**src/rtl/dmem_arbiter_pkg.sv**
```systemverilog
`default_nettype none
// ============================================================================
// Module      : dmem_arbiter_pkg
// Description : Shared access-type and FSM state types for the dmem arbiter.
// Revision    : 1.0 - initial release
// ============================================================================
package dmem_arbiter_pkg;

  // Encodings 3'd3, 3'd6 and 3'd7 are undefined and rejected at grant.
  typedef enum logic [2:0] {
    BYTE   = 3'd0,
    HALF   = 3'd1,
    WORD   = 3'd2,
    U_BYTE = 3'd4,
    U_HALF = 3'd5
  } load3_t;

  typedef enum logic [1:0] {
    IDLE   = 2'd0,
    ACCESS = 2'd1,
    RESP   = 2'd2
  } state_t;

  localparam int unsigned c_num_ports = 2;

endpackage
`default_nettype wire

```
**src/rtl/dmem_arbiter_if.sv**
```systemverilog
`default_nettype none
// ============================================================================
// Module      : dmem_arbiter_if
// Description : Requester-side request/response bundle for both arbiter ports.
// Revision    : 1.0 - initial release
// ============================================================================
interface dmem_arbiter_if
  import dmem_arbiter_pkg::*;
#(
  parameter int ADDRESS_WIDTH = 8,
  parameter int DATA_WIDTH    = 8
) ();

  logic   [c_num_ports-1:0]                     req_i;
  logic   [c_num_ports-1:0][ADDRESS_WIDTH-1:0]  addr_i;
  logic   [c_num_ports-1:0][DATA_WIDTH*4-1:0]   wdata_i;
  load3_t [c_num_ports-1:0]                     load3_i;
  logic   [c_num_ports-1:0]                     we_i;
  logic   [c_num_ports-1:0]                     gnt_o;
  logic   [c_num_ports-1:0]                     rvalid_o;
  logic   [DATA_WIDTH*4-1:0]                    rdata_o;
  logic                                         err_o;
  logic   [c_num_ports-1:0]                     rready_i;

  modport slave (
    input  req_i, addr_i, wdata_i, load3_i, we_i, rready_i,
    output gnt_o, rvalid_o, rdata_o, err_o
  );

  modport master (
    output req_i, addr_i, wdata_i, load3_i, we_i, rready_i,
    input  gnt_o, rvalid_o, rdata_o, err_o
  );

endinterface
`default_nettype wire

```
**src/rtl/dmem_align_check.sv**
```systemverilog
`default_nettype none
// ============================================================================
// Module      : dmem_align_check
// Description : Flags misaligned accesses, unsigned stores and undefined types.
// Revision    : 1.0 - initial release
// ============================================================================
module dmem_align_check
  import dmem_arbiter_pkg::*;
(
  input  logic [1:0] i_addr_lsb,
  input  load3_t     i_load3,
  input  logic       i_we,
  output logic       o_err
);

  always_comb begin
    o_err = 1'b0;
    case (i_load3)
      BYTE:    o_err = 1'b0;
      HALF:    o_err = i_addr_lsb[0];
      WORD:    o_err = |i_addr_lsb;
      U_BYTE:  o_err = i_we;
      U_HALF:  o_err = i_we | i_addr_lsb[0];
      default: o_err = 1'b1;
    endcase
  end

endmodule
`default_nettype wire

```
**src/rtl/dmem_arbiter.sv**
```systemverilog
`default_nettype none
// ============================================================================
// Module      : dmem_arbiter
// Description : Round-robin two-port arbiter sequencing one data_mem access
//               per grant and returning a registered response to the owner.
// Revision    : 1.0 - initial release
// ============================================================================
module dmem_arbiter
  import dmem_arbiter_pkg::*;
#(
  parameter int ADDRESS_WIDTH = 8,
  parameter int DATA_WIDTH    = 8
) (
  input  logic                     clk_i,
  input  logic                     rst_ni,
  dmem_arbiter_if.slave            bus,
  output logic [ADDRESS_WIDTH-1:0] a_o,
  output logic [DATA_WIDTH*4-1:0]  wd_o,
  output load3_t                   load3_o,
  output logic                     wen_o,
  input  logic [DATA_WIDTH*4-1:0]  rd_i
);

  state_t                    r_state;
  state_t                    w_state_next;
  logic                      r_last;
  logic                      r_owner;
  logic [ADDRESS_WIDTH-1:0]  r_addr;
  logic [DATA_WIDTH*4-1:0]   r_wdata;
  load3_t                    r_load3;
  logic                      r_we;
  logic                      r_err;
  logic [DATA_WIDTH*4-1:0]   r_rdata;

  logic                      w_win;
  logic                      w_grant;
  logic                      w_err;

  // On a tie the port that did not win last time goes first.
  assign w_win = (bus.req_i == 2'b11) ? ~r_last : bus.req_i[1];

  dmem_align_check u_align_check (
    .i_addr_lsb (bus.addr_i[w_win][1:0]),
    .i_load3    (bus.load3_i[w_win]),
    .i_we       (bus.we_i[w_win]),
    .o_err      (w_err)
  );

  always_comb begin
    w_state_next = r_state;
    w_grant      = 1'b0;
    bus.gnt_o    = '0;
    bus.rvalid_o = '0;
    case (r_state)
      IDLE: begin
        if (|bus.req_i) begin
          w_grant          = 1'b1;
          bus.gnt_o[w_win] = 1'b1;
          w_state_next     = ACCESS;
        end
      end
      ACCESS: w_state_next = RESP;
      RESP: begin
        bus.rvalid_o[r_owner] = 1'b1;
        if (bus.rready_i[r_owner]) w_state_next = IDLE;
      end
      default: w_state_next = IDLE;
    endcase
  end

  always_ff @(posedge clk_i or negedge rst_ni) begin
    if (!rst_ni) begin
      r_state <= IDLE;
      r_last  <= 1'b1;
      r_owner <= 1'b0;
      r_addr  <= '0;
      r_wdata <= '0;
      r_load3 <= WORD;
      r_we    <= 1'b0;
      r_err   <= 1'b0;
      r_rdata <= '0;
    end else begin
      r_state <= w_state_next;
      if (w_grant) begin
        r_owner <= w_win;
        r_last  <= w_win;
        r_addr  <= bus.addr_i[w_win];
        r_wdata <= bus.wdata_i[w_win];
        r_load3 <= bus.load3_i[w_win];
        r_we    <= bus.we_i[w_win];
        r_err   <= w_err;
      end
      // rd_i settles from the address/type registers during ACCESS.
      if (r_state == ACCESS) r_rdata <= (r_we || r_err) ? '0 : rd_i;
    end
  end

  assign a_o         = r_addr;
  assign wd_o        = r_wdata;
  assign load3_o     = r_load3;
  assign wen_o       = (r_state == ACCESS) & r_we & ~r_err;
  assign bus.rdata_o = r_rdata;
  assign bus.err_o   = (r_state == RESP) & r_err;

endmodule
`default_nettype wire

```
**src/flat_wrapper.sv**
```systemverilog
// flat-port wrapper written by rule: the top's interface ports become plain ports
module dmem_arbiter_flat import dmem_arbiter_pkg::*;
#(
  parameter int ADDRESS_WIDTH = 8,
  parameter int DATA_WIDTH    = 8
)
  (clk_i, rst_ni, a_o, wd_o, load3_o, wen_o, rd_i, bus_req_i, bus_addr_i, bus_wdata_i, bus_load3_i, bus_we_i, bus_rready_i, bus_gnt_o, bus_rvalid_o, bus_rdata_o, bus_err_o);
  dmem_arbiter_if #(.ADDRESS_WIDTH(ADDRESS_WIDTH), .DATA_WIDTH(DATA_WIDTH)) bus_i ();
  input  logic clk_i;
  input  logic rst_ni;
  output logic [ADDRESS_WIDTH-1:0] a_o;
  output logic [DATA_WIDTH*4-1:0] wd_o;
  output load3_t load3_o;
  output logic wen_o;
  input  logic [DATA_WIDTH*4-1:0] rd_i;
  input wire logic [$bits(bus_i.req_i)-1:0] bus_req_i;
  input wire logic [$bits(bus_i.addr_i)-1:0] bus_addr_i;
  input wire logic [$bits(bus_i.wdata_i)-1:0] bus_wdata_i;
  input wire logic [$bits(bus_i.load3_i)-1:0] bus_load3_i;
  input wire logic [$bits(bus_i.we_i)-1:0] bus_we_i;
  input wire logic [$bits(bus_i.rready_i)-1:0] bus_rready_i;
  output wire logic [$bits(bus_i.gnt_o)-1:0] bus_gnt_o;
  output wire logic [$bits(bus_i.rvalid_o)-1:0] bus_rvalid_o;
  output wire logic [$bits(bus_i.rdata_o)-1:0] bus_rdata_o;
  output wire logic [$bits(bus_i.err_o)-1:0] bus_err_o;
  assign bus_i.req_i = bus_req_i;
  assign bus_i.addr_i = bus_addr_i;
  assign bus_i.wdata_i = bus_wdata_i;
  assign bus_i.load3_i = bus_load3_i;
  assign bus_i.we_i = bus_we_i;
  assign bus_i.rready_i = bus_rready_i;
  assign bus_gnt_o = bus_i.gnt_o;
  assign bus_rvalid_o = bus_i.rvalid_o;
  assign bus_rdata_o = bus_i.rdata_o;
  assign bus_err_o = bus_i.err_o;
  dmem_arbiter #(.ADDRESS_WIDTH(ADDRESS_WIDTH), .DATA_WIDTH(DATA_WIDTH)) u_core (.clk_i(clk_i), .rst_ni(rst_ni), .bus(bus_i), .a_o(a_o), .wd_o(wd_o), .load3_o(load3_o), .wen_o(wen_o), .rd_i(rd_i));
endmodule
```
**config.mk**
```make
export PLATFORM = sky130hd
export DESIGN_NAME = dmem_arbiter_flat
export DESIGN_NICKNAME = d
export VERILOG_FILES = /design/src/rtl/dmem_arbiter_pkg.sv /design/src/rtl/dmem_arbiter_if.sv /design/src/rtl/dmem_align_check.sv /design/src/rtl/dmem_arbiter.sv /design/src/flat_wrapper.sv
export SDC_FILE = /design/constraint.sdc
export NUM_CORES = 1
export LEC_CHECK = 0
export CAP_MARGIN = 10
export CORE_MARGIN = 4
export CORE_UTILIZATION = 41
export DETAILED_ROUTE_END_ITERATION = 10
export PLACE_DENSITY = 0.87
export SYNTH_ARGS = -nofsm -noshare
export SYNTH_HDL_FRONTEND = slang
export SYNTH_SLANG_ARGS = --single-unit
```
**constraint.sdc**
```tcl
create_clock -name clk_i -period 2.1 [get_ports clk_i]
set_input_delay 0.42 -clock clk_i [delete_from_list [all_inputs] [get_ports clk_i]]
set_output_delay 0.42 -clock clk_i [all_outputs]
set_load 0.005 [all_outputs]
```
# After elaboration in Yosys (flattened, before gate mapping)
# Cells that the tools add are included.
[totals]
reg_bits = 81
in_bits = 126
output_inout_bits = 81
word_cells = 61
[op_classes]
n_lt_le_gt_ge = 4
eq_ne = 9
n_mux = 25
n_bitwise = 6
n_reduce_logical = 8
[ops]
columns = ["operator", "n"]
rows = [
  ["$mux 32", 3],
  ["$mux 8", 2],
  ["$mux 2", 5],
  ["$mux 1", 9],
  ["$eq 3x3->1 const B", 2],
  ["$mux 3", 2],
  ["$pmux 2 s3", 1],
  ["$pmux 1 s5", 1],
  ["$eq 2x2->1 const B", 2],
  ["$lt 1x2->1 const B", 2],
  ["$ne 2x1->1 const B", 2],
  ["$reduce_or 2->1", 2],
  ["$and 1x1->1", 3],
  ["$eq 3x1->1 const B", 1],
  ["$eq 3x2->1 const B", 1],
  ["$logic_not 3->1", 1],
  ["$demux 1 s1", 2],
  ["$eq 2x1->1 const B", 1],
  ["$ge 1x1->1 const B", 2],
  ["$logic_and 1x1->1", 2],
  ["$logic_not 2->1", 1],
  ["$not 1->1", 2],
  ["$reduce_and 2->1", 1],
  ["$logic_or 1x1->1", 1],
  ["$or 1x1->1", 1],
]

# Depth between registers and ports, before layout
# Gate-level depths: netlist of run 1.
[depth]
ltp_word = 8
ltp_mapped = 6
mapped_depth_nobuf = 4

# Cells and area by module
# From an unflattened synthesis of run 1, not the netlist that was laid out.
[hier_totals]
cells_unflattened = 351
area_unflattened_um2 = 3560.9
[by_module_without_submodules]
columns = ["mod", "instances", "cells_per_inst", "area_per_inst_um2", "seq_area_each_um2"]
rows = [
  ["dmem_arbiter", 1, 348, 3535.9, 2029.4],
  ["dmem_align_check", 1, 3, 25.0, 0.0],
]

# Worst setup path before layout of run 1
# No wires, ideal clock.
[synth_timing]
kind = "reg-to-output"
from = "register u_core.r_state[1]"
to = "output bus_gnt_o[0]"
arrival_ps = 1072
required_time_ps = 1680
path_slack_ps = 608
stages_incl_launch_ff = 4
n_path_buf = 1
path_cell_list = "dfrtp_1 > or2_1 > nor3_4 > buf_4"
[synth_between]
elab_chain_len = 2
[synth_lines]
columns = ["item", "line_no", "source"]
rows = [
  ["from (decl)", "dmem_arbiter.sv:24", "state_t r_state;"],
  ["from (signal assigned)", "dmem_arbiter.sv:83", "r_state <= w_state_next;"],
  ["$logic_not 2->1", "dmem_arbiter.sv:54", "case (r_state)"],
  ["$mux 2", "dmem_arbiter.sv:54", ""],
  ["to (decl)", "flat_wrapper.sv:22", "output wire logic [$bits(bus_i.gnt_o)-1:0] bus_gnt_o;"],
]
# Every way passes these cells.

# Final worst setup path of run 1
[layout_timing]
from = "register u_core.r_state[0]"
to = "output bus_err_o"
[layout_between]
elab_chain_len = 2
[layout_lines]
columns = ["item", "line_no", "source"]
rows = [
  ["$eq 2x2->1", "dmem_arbiter.sv:103", "assign bus.err_o = (r_state == RESP) & r_err;"],
  ["$and 1x1->1", "dmem_arbiter.sv:103", ""],
  ["to (decl)", "flat_wrapper.sv:25", "output wire logic [$bits(bus_i.err_o)-1:0] bus_err_o;"],
]
# Every way passes these cells.

==> flow_metrics.tcl, run 1 <==
set metrics [dict create \
    grt_use_met3_pct 6.32 \
    synthCells 303 \
    seq_area_um2 2030 \
    drtIter0Drc 92 \
    start_util_pct 42.2 \
    irDropWorstVdd_mv 0.698 \
    fin_crit_sh_pct 94.3 \
    final-hold-violation-count 0 \
    dieHeight_um 100 \
    p_leak_nw 2.55 \
    vias 3409 \
    setup-violations-final 0 \
    synthTopCellsByArea "dfrtp_1, a22o_1, a221o_1" \
    clock_skew_ns 0.0110 \
    die_w_um 100 \
    dp_hpwl_mm 8.50 \
    grt_pass1_wl_mm 17.8 \
    max_freq_mhz 505 \
    core-area_um2 8260 \
    met1_usage_pct 26.5 \
    endpoint_kind "primary output" \
    cts_tree "done" \
    syn_nets 429 \
    maxCapViolCount 0 \
    path_clk_slew_ns 0.09 \
    htreeDepth 3 \
    tightest_slew_ns 1.18 \
    diodes 0 \
    synthTopCellsByCount "dfrtp_1, nand2_1, a22o_1, a21oi_1" \
    dp_cells 600 \
    yosys.area.top_type "dfrtp_1" \
    synth_edf_count 0 \
    grt_start_max_net_pins 42 \
    cts_buffers 9 \
    synth-main-ff-cell "dfrtp_1" \
    cts_buffer_depth 2 \
    grt_busiest_layer "met2" \
    post-synth-top-count-cell "dfrtp_1" \
    avgSynthCellArea_um2 11.5 \
    total_power_mw 7.58 \
    gp_congestion 0.842 \
    rsz0062_at_grt "yes" \
    ctsRootBufferMaster "clkbuf_8" \
    grt_use_total_pct 22.4 \
    synth_area_um2 3490 \
    clk-insertion-delay-late_ns 0.35 \
    antenna_found_initial 0 \
    crit_path_max_fanout 4 \
    fin_nets 632 \
    power_density_nw_per_um2 1300 \
    finalMaxSlewViolations 0 \
    path_class "flip-flop to primary output" \
    slew_headroom_pct 21.2 \
    cp.arrival_ns 1.56 \
    drive_gt1_share_pct 8.41 \
    use_met2_pct 38.0 \
    cts.sinks 81 \
    start_kind "flip-flop" \
    hold_class "primary input to asynchronous set/reset pin" \
    die-area_um2 10000 \
    io_pins 207 \
    fillCellCount 613 \
    ctsHoldBuffers 0 \
    drc 0 \
    async_flop_share_pct 100 \
    antenna_left 0 \
    routedWlPerCell_um 18.5 \
    crit_required_ns 1.68 \
    avgViaCountPerCell 5.53 \
    instances_no_fill 616 \
    grt_pass1_vias 3552 \
    wl_mm 11.4 \
    post_cts_buffers 0 \
    overflow 0 \
    synth_top_area_share_pct 56.7 \
    outcome "finished, final reports clean" \
    syn2layout_area_growth_pct 67.5 \
    ys_ff_latch 81 \
    final.min_clock_period_ns 1.98 \
    multi_input_area_um2 1290 \
    ys.warnings.count 0 \
    numPortBuffers 206 \
    yosysSeqAreaShare_pct 58.2 \
    first_pass_iters 4 \
    fp-row-count 33 \
    ys_types 32 \
]
## final timing paths
| kind | cells after the start | to | slack [ns] | from |
|---|---|---|---|---|
| min in group clk_i | 1 | u_core.bus.rdata_o[3]$_DFFE_PN0N_ | 0.51 | u_core.bus.rdata_o[3]$_DFFE_PN0N_ |
| max in group asynchronous | 2 | u_core.load3_o[1]$_DFFE_PN1P_ | 1.37 | rst_ni |
| min | 1 | u_core.bus.rdata_o[10]$_DFFE_PN0N_ | 0.05 | rst_ni |
| max reg2reg | 3 | u_core.bus.rdata_o[21]$_DFFE_PN0N_ | 0.16 | u_core.r_state[1]$_DFFE_PN0P_ |
| min reg2reg | 1 | u_core.bus.rdata_o[3]$_DFFE_PN0N_ | 0.51 | u_core.bus.rdata_o[3]$_DFFE_PN0N_ |
| max | 3 | bus_err_o | 0.12 | u_core.r_state[0]$_DFFE_PN0P_ |
## area by class of cell
cell class / instances / area share (%)
repair buffers: 219 / 37.3
flip-flops and latches: 81 / 34.7
multi-input cells: 192 / 22.1
clock buffers: 11 / 2.42
well taps: 105 / 2.25
clock inverters: 5 / 1.07
inverters: 3 / 0.193
## cells by family (layout without fill, tap and decap cells)
| family | Yosys count | in the layout | share of synthesized area (%) |
|---|---|---|---|
| compound gates | 107 | 107 | 23.8 |
| simple gates | 84 | 84 | 12.5 |
| flops | 81 | 81 | 58.2 |
| buf+inv | 30 | 238 | 5.20 |
| mux | 1 | 1 | 0.323 |
## state kept, by name, indices dropped and copies added (netlist names)
name and cells:
u_core.r_we 1, u_core.wd_o 32, u_core.r_err 1, u_core.bus.rdata_o 32, u_core.r_last 1, u_core.r_state 2, u_core.a_o 8, u_core.load3_o 3
u_core.r_owner 1
## per-layer routing
metal,share of wire (%),vias to the layer above
met5,0,-
met2,50,178
li1,-,1542
met4,3.4,0
met1,39,1659
met3,8.4,30
## placed cells by master (no fill, tap or decap), types with 2 or more instances in the layout
cell,synthesis,final
nand2_1,44,44
dlygate4sd2_1,0,4
nor4_1,2,2
a221o_1,22,22
a22o_1,32,32
nor2_1,5,5
buf_4,8,12
a221oi_1,2,2
and3_1,22,22
clkbuf_8,0,10
buf_12,0,2
clkdlybuf4s50_1,0,201
dfrtp_1,79,79
inv_6,0,2
a21oi_1,23,23
clkinvlp_4,0,2
dfstp_2,2,2
inv_1,2,2
nor3_4,2,2
a31oi_1,22,22
## through the flow
stage / worst slack (ns) / hold WS [ns] / setup TNS, ns / util (%) / area, um2
floorplan: 0.608 / 0.124 / 0 / - / 3490
global placement: -0.112 / 0.435 / -0.198 / 68.2 / 5630
detailed placement: -0.114 / 0.444 / -0.256 / 68.2 / 5630
CTS: 0.0510 / 0.0596 / 0 / 70.7 / 5830
global route: -0.00495 / 0.0772 / -0.00958 / 70.7 / 5840
finish: 0.121 / 0.0471 / 0 / 70.7 / 5840
## critical path: stages, from the launching register on
cell and delay, ns:
dfrtp_1 0.43, nand2b_4 0.17, nor2_1 0.09, clkdlybuf4s50_1 0.52
## what timing repair did
| item | 4_1_cts | 5_1_grt |
|---|---|---|
| resized for setup | 6 | 1 |
| endpoints found under the setup margin | 3 | 3 |
| pin swaps | 0 | 0 |
## where the power goes
| group | switching, mW | total, mW | internal (mW) |
|---|---|---|---|
| Combinational | 1.44 | 3.64 | 2.20 |
| Sequential | 0.460 | 2.77 | 2.31 |
| Clock | 0.575 | 1.17 | 0.591 |
| Total | 2.47 | 7.58 | 5.10 |
Note: power is estimated with default switching activity, not from simulation.
==> run 2, diff against run 1 <==
CORE_UTILIZATION = 30   (was 41)
PLACE_DENSITY = 0.66   (was 0.87)
==> run 2 against run 1 <==
Against the previous run: critical path type unchanged; core utilization fell by 18 points; combinational power barely moved; critical endpoint is now bus_rvalid_o[1]; wire length up 0.77%.
==> flow_metrics.tcl, run 2 (synthesized netlist as in run 1, its figures left out) <==
set metrics [dict create \
    drive_gt1_share_pct 8.58 \
    cp.arrival_ns 1.58 \
    final.min_clock_period_ns 2.00 \
    fp-row-count 39 \
    routedWlPerCell_um 17.5 \
    start_kind "flip-flop" \
    start_util_pct 30.5 \
    io_pins 207 \
    post_cts_buffers 0 \
    power_density_nw_per_um2 1320 \
    antenna_left 0 \
    gp_congestion 0.793 \
    hold_class "primary input to asynchronous set/reset pin" \
    outcome "finished, final reports clean" \
    dp_cells 639 \
    antenna_found_initial 0 \
    final_cell_mix "clkdlybuf4s50_1, dfrtp_1, nand2_1" \
    tightest_slew_ns 0.457 \
    final-hold-violation-count 0 \
    maxCapViolCount 0 \
    grt_pass1_vias 3511 \
    crit_required_ns 1.68 \
    dp_hpwl_mm 8.38 \
    first_pass_iters 4 \
    cts_buffers 9 \
    max_freq_mhz 500 \
    clock_skew_ns 0.00832 \
    diodes 0 \
    endpoint_kind "primary output" \
    grt_pass1_wl_mm 18.0 \
    fin_util_pct 52.6 \
    cts_tree "done" \
    numPortBuffers 206 \
    place_area_um2 5690 \
    total_power_mw 7.90 \
    avgViaCountPerCell 5.07 \
    p_leak_nw 2.63 \
    setup-violations-final 0 \
    ctsRootBufferMaster "clkbuf_16" \
    path_clk_slew_ns 0.07 \
    drtIter0Drc 160 \
    layout_setup_ws_ns 0.101 \
    cts_buffer_depth 2 \
    fin_crit_sh_pct 95.2 \
    finalMaxSlewViolations 0 \
    grt_start_max_net_pins 46 \
    core-area_um2 11400 \
    irDropWorstVdd_mv 0.608 \
    htreeDepth 3 \
    final_common_cell "clkdlybuf4s50_1" \
    slew_headroom_pct 69.5 \
    path_class "flip-flop to primary output" \
    die_w_um 116 \
    syn2layout_area_growth_pct 72.3 \
    pre_cts_slack_ns -0.185 \
    dieHeight_um 116 \
    fin_nets 634 \
    cts.sinks 81 \
    overflow 0 \
    clk-insertion-delay-late_ns 0.33 \
    die-area_um2 13400 \
    fillCellCount 1046 \
    wl_mm 11.5 \
    fin_area_um2 6010 \
    rsz0062_at_grt "no" \
    grt_use_total_pct 16.9 \
    whs_ns 0.0258 \
    drc 0 \
    instances_no_fill 656 \
    crit_path_max_fanout 4 \
    vias 3326 \
    final.setup.tns_ns 0 \
]
[run 2: final timing paths]
check	from	end	slack (ns)	depth (start not counted)
worst max-delay path	u_core.r_state[0]$_DFFE_PN0P_	bus_rvalid_o[1]	0.10	3
worst min-delay path	rst_ni	u_core.bus.rdata_o[6]$_DFFE_PN0N_	0.03	1
worst max register to register	u_core.r_last$_DFFE_PN1P_	u_core.r_err$_DFFE_PN0P_	0.47	4
worst min register to register	u_core.bus.rdata_o[9]$_DFFE_PN0N_	u_core.bus.rdata_o[9]$_DFFE_PN0N_	0.50	1
max in group asynchronous	rst_ni	u_core.bus.rdata_o[16]$_DFFE_PN0N_	1.40	2
min in group clk_i	u_core.bus.rdata_o[9]$_DFFE_PN0N_	u_core.bus.rdata_o[9]$_DFFE_PN0N_	0.50	1
[run 2: cell type report]
class	count	area, um2	area share, %
Clock buffer	9	225	3.75
Clock inverter	7	60.1	1.00
Inverter	3	11.3	0.187
Multi-Input combinational cell	192	1280	21.4
Sequential cell	81	2030	33.8
Tap cell	143	179	2.98
Timing Repair Buffer	221	2220	36.9
[run 2: per-layer routing]
metal / GRT usage, % / part of all wire (%)
met4: 4.33 / 1.5
met2: 28.0 / 48
met1: 21.4 / 43
met3: 5.69 / 7.6
met5: 0 / 0
[run 2: repair_timing]
action	4_1_cts	5_1_grt
setup endpoints to repair	3	3
gates resized for setup	3	3
hold endpoints to repair	0	0
hold buffers	0	0
[run 2: report_power, final]
group | internal (mW) | switching, mW | leakage, nW | total (mW)
Clock | 0.820 | 0.681 | 0.131 | 1.50
Sequential | 2.31 | 0.435 | 1.01 | 2.75
Combinational | 2.20 | 1.46 | 1.49 | 3.66
Total | 5.33 | 2.57 | 2.63 | 7.90
[run 2: worst max-delay path, cell delays in order, from the launching register on]
cell             delay [ns]
dfrtp_1                0.42
nand2b_2               0.22
nor2_1                 0.09
clkdlybuf4s50_1        0.52
==> run 3, diff against run 2 <==
ABC_AREA = 1   (was not set)
==> run 3 against run 2 <==
Against the previous run: non-clock buffer count increased by 3; via count increased by 7.9%; setup slack improved by 0.021 ns; critical endpoint is now wen_o; highest routed layer unchanged.
==> flow_metrics.tcl, run 3 <==
set metrics [dict create \
    outcome "finished, final reports clean" \
    final_common_cell "clkdlybuf4s50_1" \
    fin_crit_sh_pct 94.2 \
    cts_buffers 9 \
    cts_buffer_depth 2 \
    finalMaxSlewViolations 0 \
    reg2reg_from "u_core.r_state[0]$_DFFE_PN0P_" \
    post-synth-top-count-cell "nand2_1" \
    power_density_nw_per_um2 1250 \
    cts_tree "done" \
    start_kind "flip-flop" \
    synth_top_family_by_area "simple AND/OR/NAND/NOR gates" \
    gp_congestion 0.789 \
    synthCells 423 \
    wl_mm 11.0 \
    htreeDepth 3 \
    yosysSeqAreaShare_pct 57.9 \
    drc 0 \
    crit_required_ns 1.68 \
    setup-violations-final 0 \
    rr_worst_depth 7 \
    fillCellCount 1079 \
    core-area_um2 11400 \
    ys_types 18 \
    overflow 0 \
    synthAdderAreaFrac_pct 0 \
    maxCapViolCount 0 \
    drtIter0Drc 200 \
    synthTopCellsByCount "nand2_1, dfrtp_1, nand3_1, nor2_1, o21ai_0" \
    r2r_setup_slack_ns 0.57 \
    tightest_slew_ns 0.550 \
    synth-simple-area-share_pct 31.4 \
    p_leak_nw 2.79 \
    fp-row-count 39 \
    numPortBuffers 206 \
    syn2layout_area_growth_pct 73.4 \
    synth_mux_area_share_pct 0 \
    slew_headroom_pct 63.4 \
    clk-insertion-delay-late_ns 0.33 \
    ys.warnings.count 0 \
    clock_skew_ns 0.00411 \
    crit_path_max_fanout 2 \
    endpoint_kind "primary output" \
    final.min_clock_period_ns 1.98 \
    cp.arrival_ns 1.56 \
    ys_ff_latch 81 \
    synth-main-ff-cell "dfrtp_1" \
    avgSynthCellArea_um2 8.28 \
    die-area_um2 13500 \
    pre_cts_slack_ns -0.249 \
    final_cell_mix "clkdlybuf4s50_1, nand2_1, dfrtp_1" \
    io_pins 207 \
    final-hold-violation-count 0 \
    routedWlPerCell_um 14.1 \
    drive_gt1_share_pct 7.34 \
    yosys.area.top_type "dfrtp_1" \
    critPathTopFamily "buffers and inverters" \
    synth_top_area_share_pct 56.4 \
    synth_compound_area_share_pct 5.89 \
    grt_pass1_vias 3676 \
    hold_class "primary input to asynchronous set/reset pin" \
    max_freq_mhz 506 \
    path_buf_inv 2 \
    path_class "flip-flop to primary output" \
    async_flop_share_pct 100 \
    final.setup.tns_ns 0 \
    path_cells "nor2_2, clkinv_1, nor2_1, clkdlybuf4s50_1" \
    layout_setup_ws_ns 0.122 \
    die_w_um 116 \
    cts.sinks 81 \
    grt_start_max_net_pins 43 \
    path_clk_slew_ns 0.06 \
    dp_hpwl_mm 8.61 \
    avgViaCountPerCell 4.58 \
    synth_edf_count 0 \
    start_util_pct 30.7 \
    grt_pass1_wl_mm 17.6 \
    synth-xor-area-share_pct 0 \
    antenna_found_initial 0 \
    timing.rr.end "u_core.load3_o[1]$_DFFE_PN1P_" \
    synthTopCellsByArea "dfrtp_1, nand2_1, nand3_1" \
    cp-startpoint "u_core.r_state[1]$_DFFE_PN0P_" \
    irDropWorstVdd_mv 0.462 \
    ctsRootBufferMaster "clkbuf_16" \
    syn_nets 549 \
    vias 3589 \
    first_pass_iters 4 \
    diodes 0 \
    grt_use_total_pct 16.4 \
    synth_area_um2 3500 \
    fin_util_pct 53.2 \
    fin_nets 761 \
    antenna_left 0 \
    cpMaxStageDelayCell "clkdlybuf4s50_1" \
    critical-path-max-stage-delay_ns 0.54 \
    dieHeight_um 116 \
    rsz0062_at_grt "no" \
]
## run 3: repair_timing
| item | 4_1_cts | 5_1_grt |
|---|---|---|
| gates resized for setup | 4 | 0 |
| setup buffers | 1 | 0 |
| hold buffers | 0 | 0 |
| endpoints found under the setup margin | 2 | 0 |
## run 3: power breakdown
| part | internal, mW | switching [mW] | total [mW] |
|---|---|---|---|
| Combinational | 1.87 | 1.57 | 3.45 |
| Sequential | 2.24 | 0.360 | 2.60 |
| Clock | 0.917 | 0.614 | 1.53 |
| Total | 5.02 | 2.55 | 7.57 |
## run 3: worst reg2reg max path, cell delays in order (launching register included)
cell and delay [ns]:
dfrtp_1 0.38, inv_1 0.08, nand2_1 0.11, nor2_4 0.18, buf_4 0.26, inv_2 0.09, buf_4 0.18, o21ai_0 0.18
## run 3: metrics by stage
stage / instances / total power [mW] / area [um2] / hold slack, ns
after global placement: 766 / 6.05 / 5770 / 0.444
after floorplan: 423 / 4.06 / 3500 / 0.124
after detailed placement: 766 / 6.11 / 5770 / 0.447
after CTS: 783 / 7.70 / 6070 / 0.0863
final: 783 / 7.57 / 6070 / 0.0791
after global routing: 783 / 8.19 / 6070 / 0.108
## run 3: how the worst max path moves through the flow
stage	endpoint	slack [ns]	cells past startpoint
2_1_floorplan	bus_gnt_o[1]	0.57	6
3_5_place_dp	bus_gnt_o[0]	-0.25	6
3_3_place_gp	bus_gnt_o[0]	-0.24	6
6_report	wen_o	0.12	4
5_1_grt	wen_o	0.02	5
4_1_cts	wen_o	0.09	4
## run 3: metal layers
layer	up-vias	part of all wire, %	track usage (%)
li1	1781	-	-
met2	150	47	26.1
met1	1646	43	21.3
met5	-	0	0
met3	12	8.7	5.07
met4	0	1.3	5.65
## run 3: final cells by class
type	instances	area (um2)	share of cell area, %
repair buffers	224	2220	36.5
flip-flops and latches	81	2030	33.4
multi-input cells	308	1310	21.6
clock buffers	9	225	3.71
well taps	143	179	2.95
clock inverters	7	71.3	1.17
inverters	11	41.3	0.680
## run 3: kinds of logic after synthesis
group / count (synthesis)
AO/OA/AOI/OAI: 40
AND/OR/NAND/NOR: 268
buffers and inverters: 34
flip-flops: 81
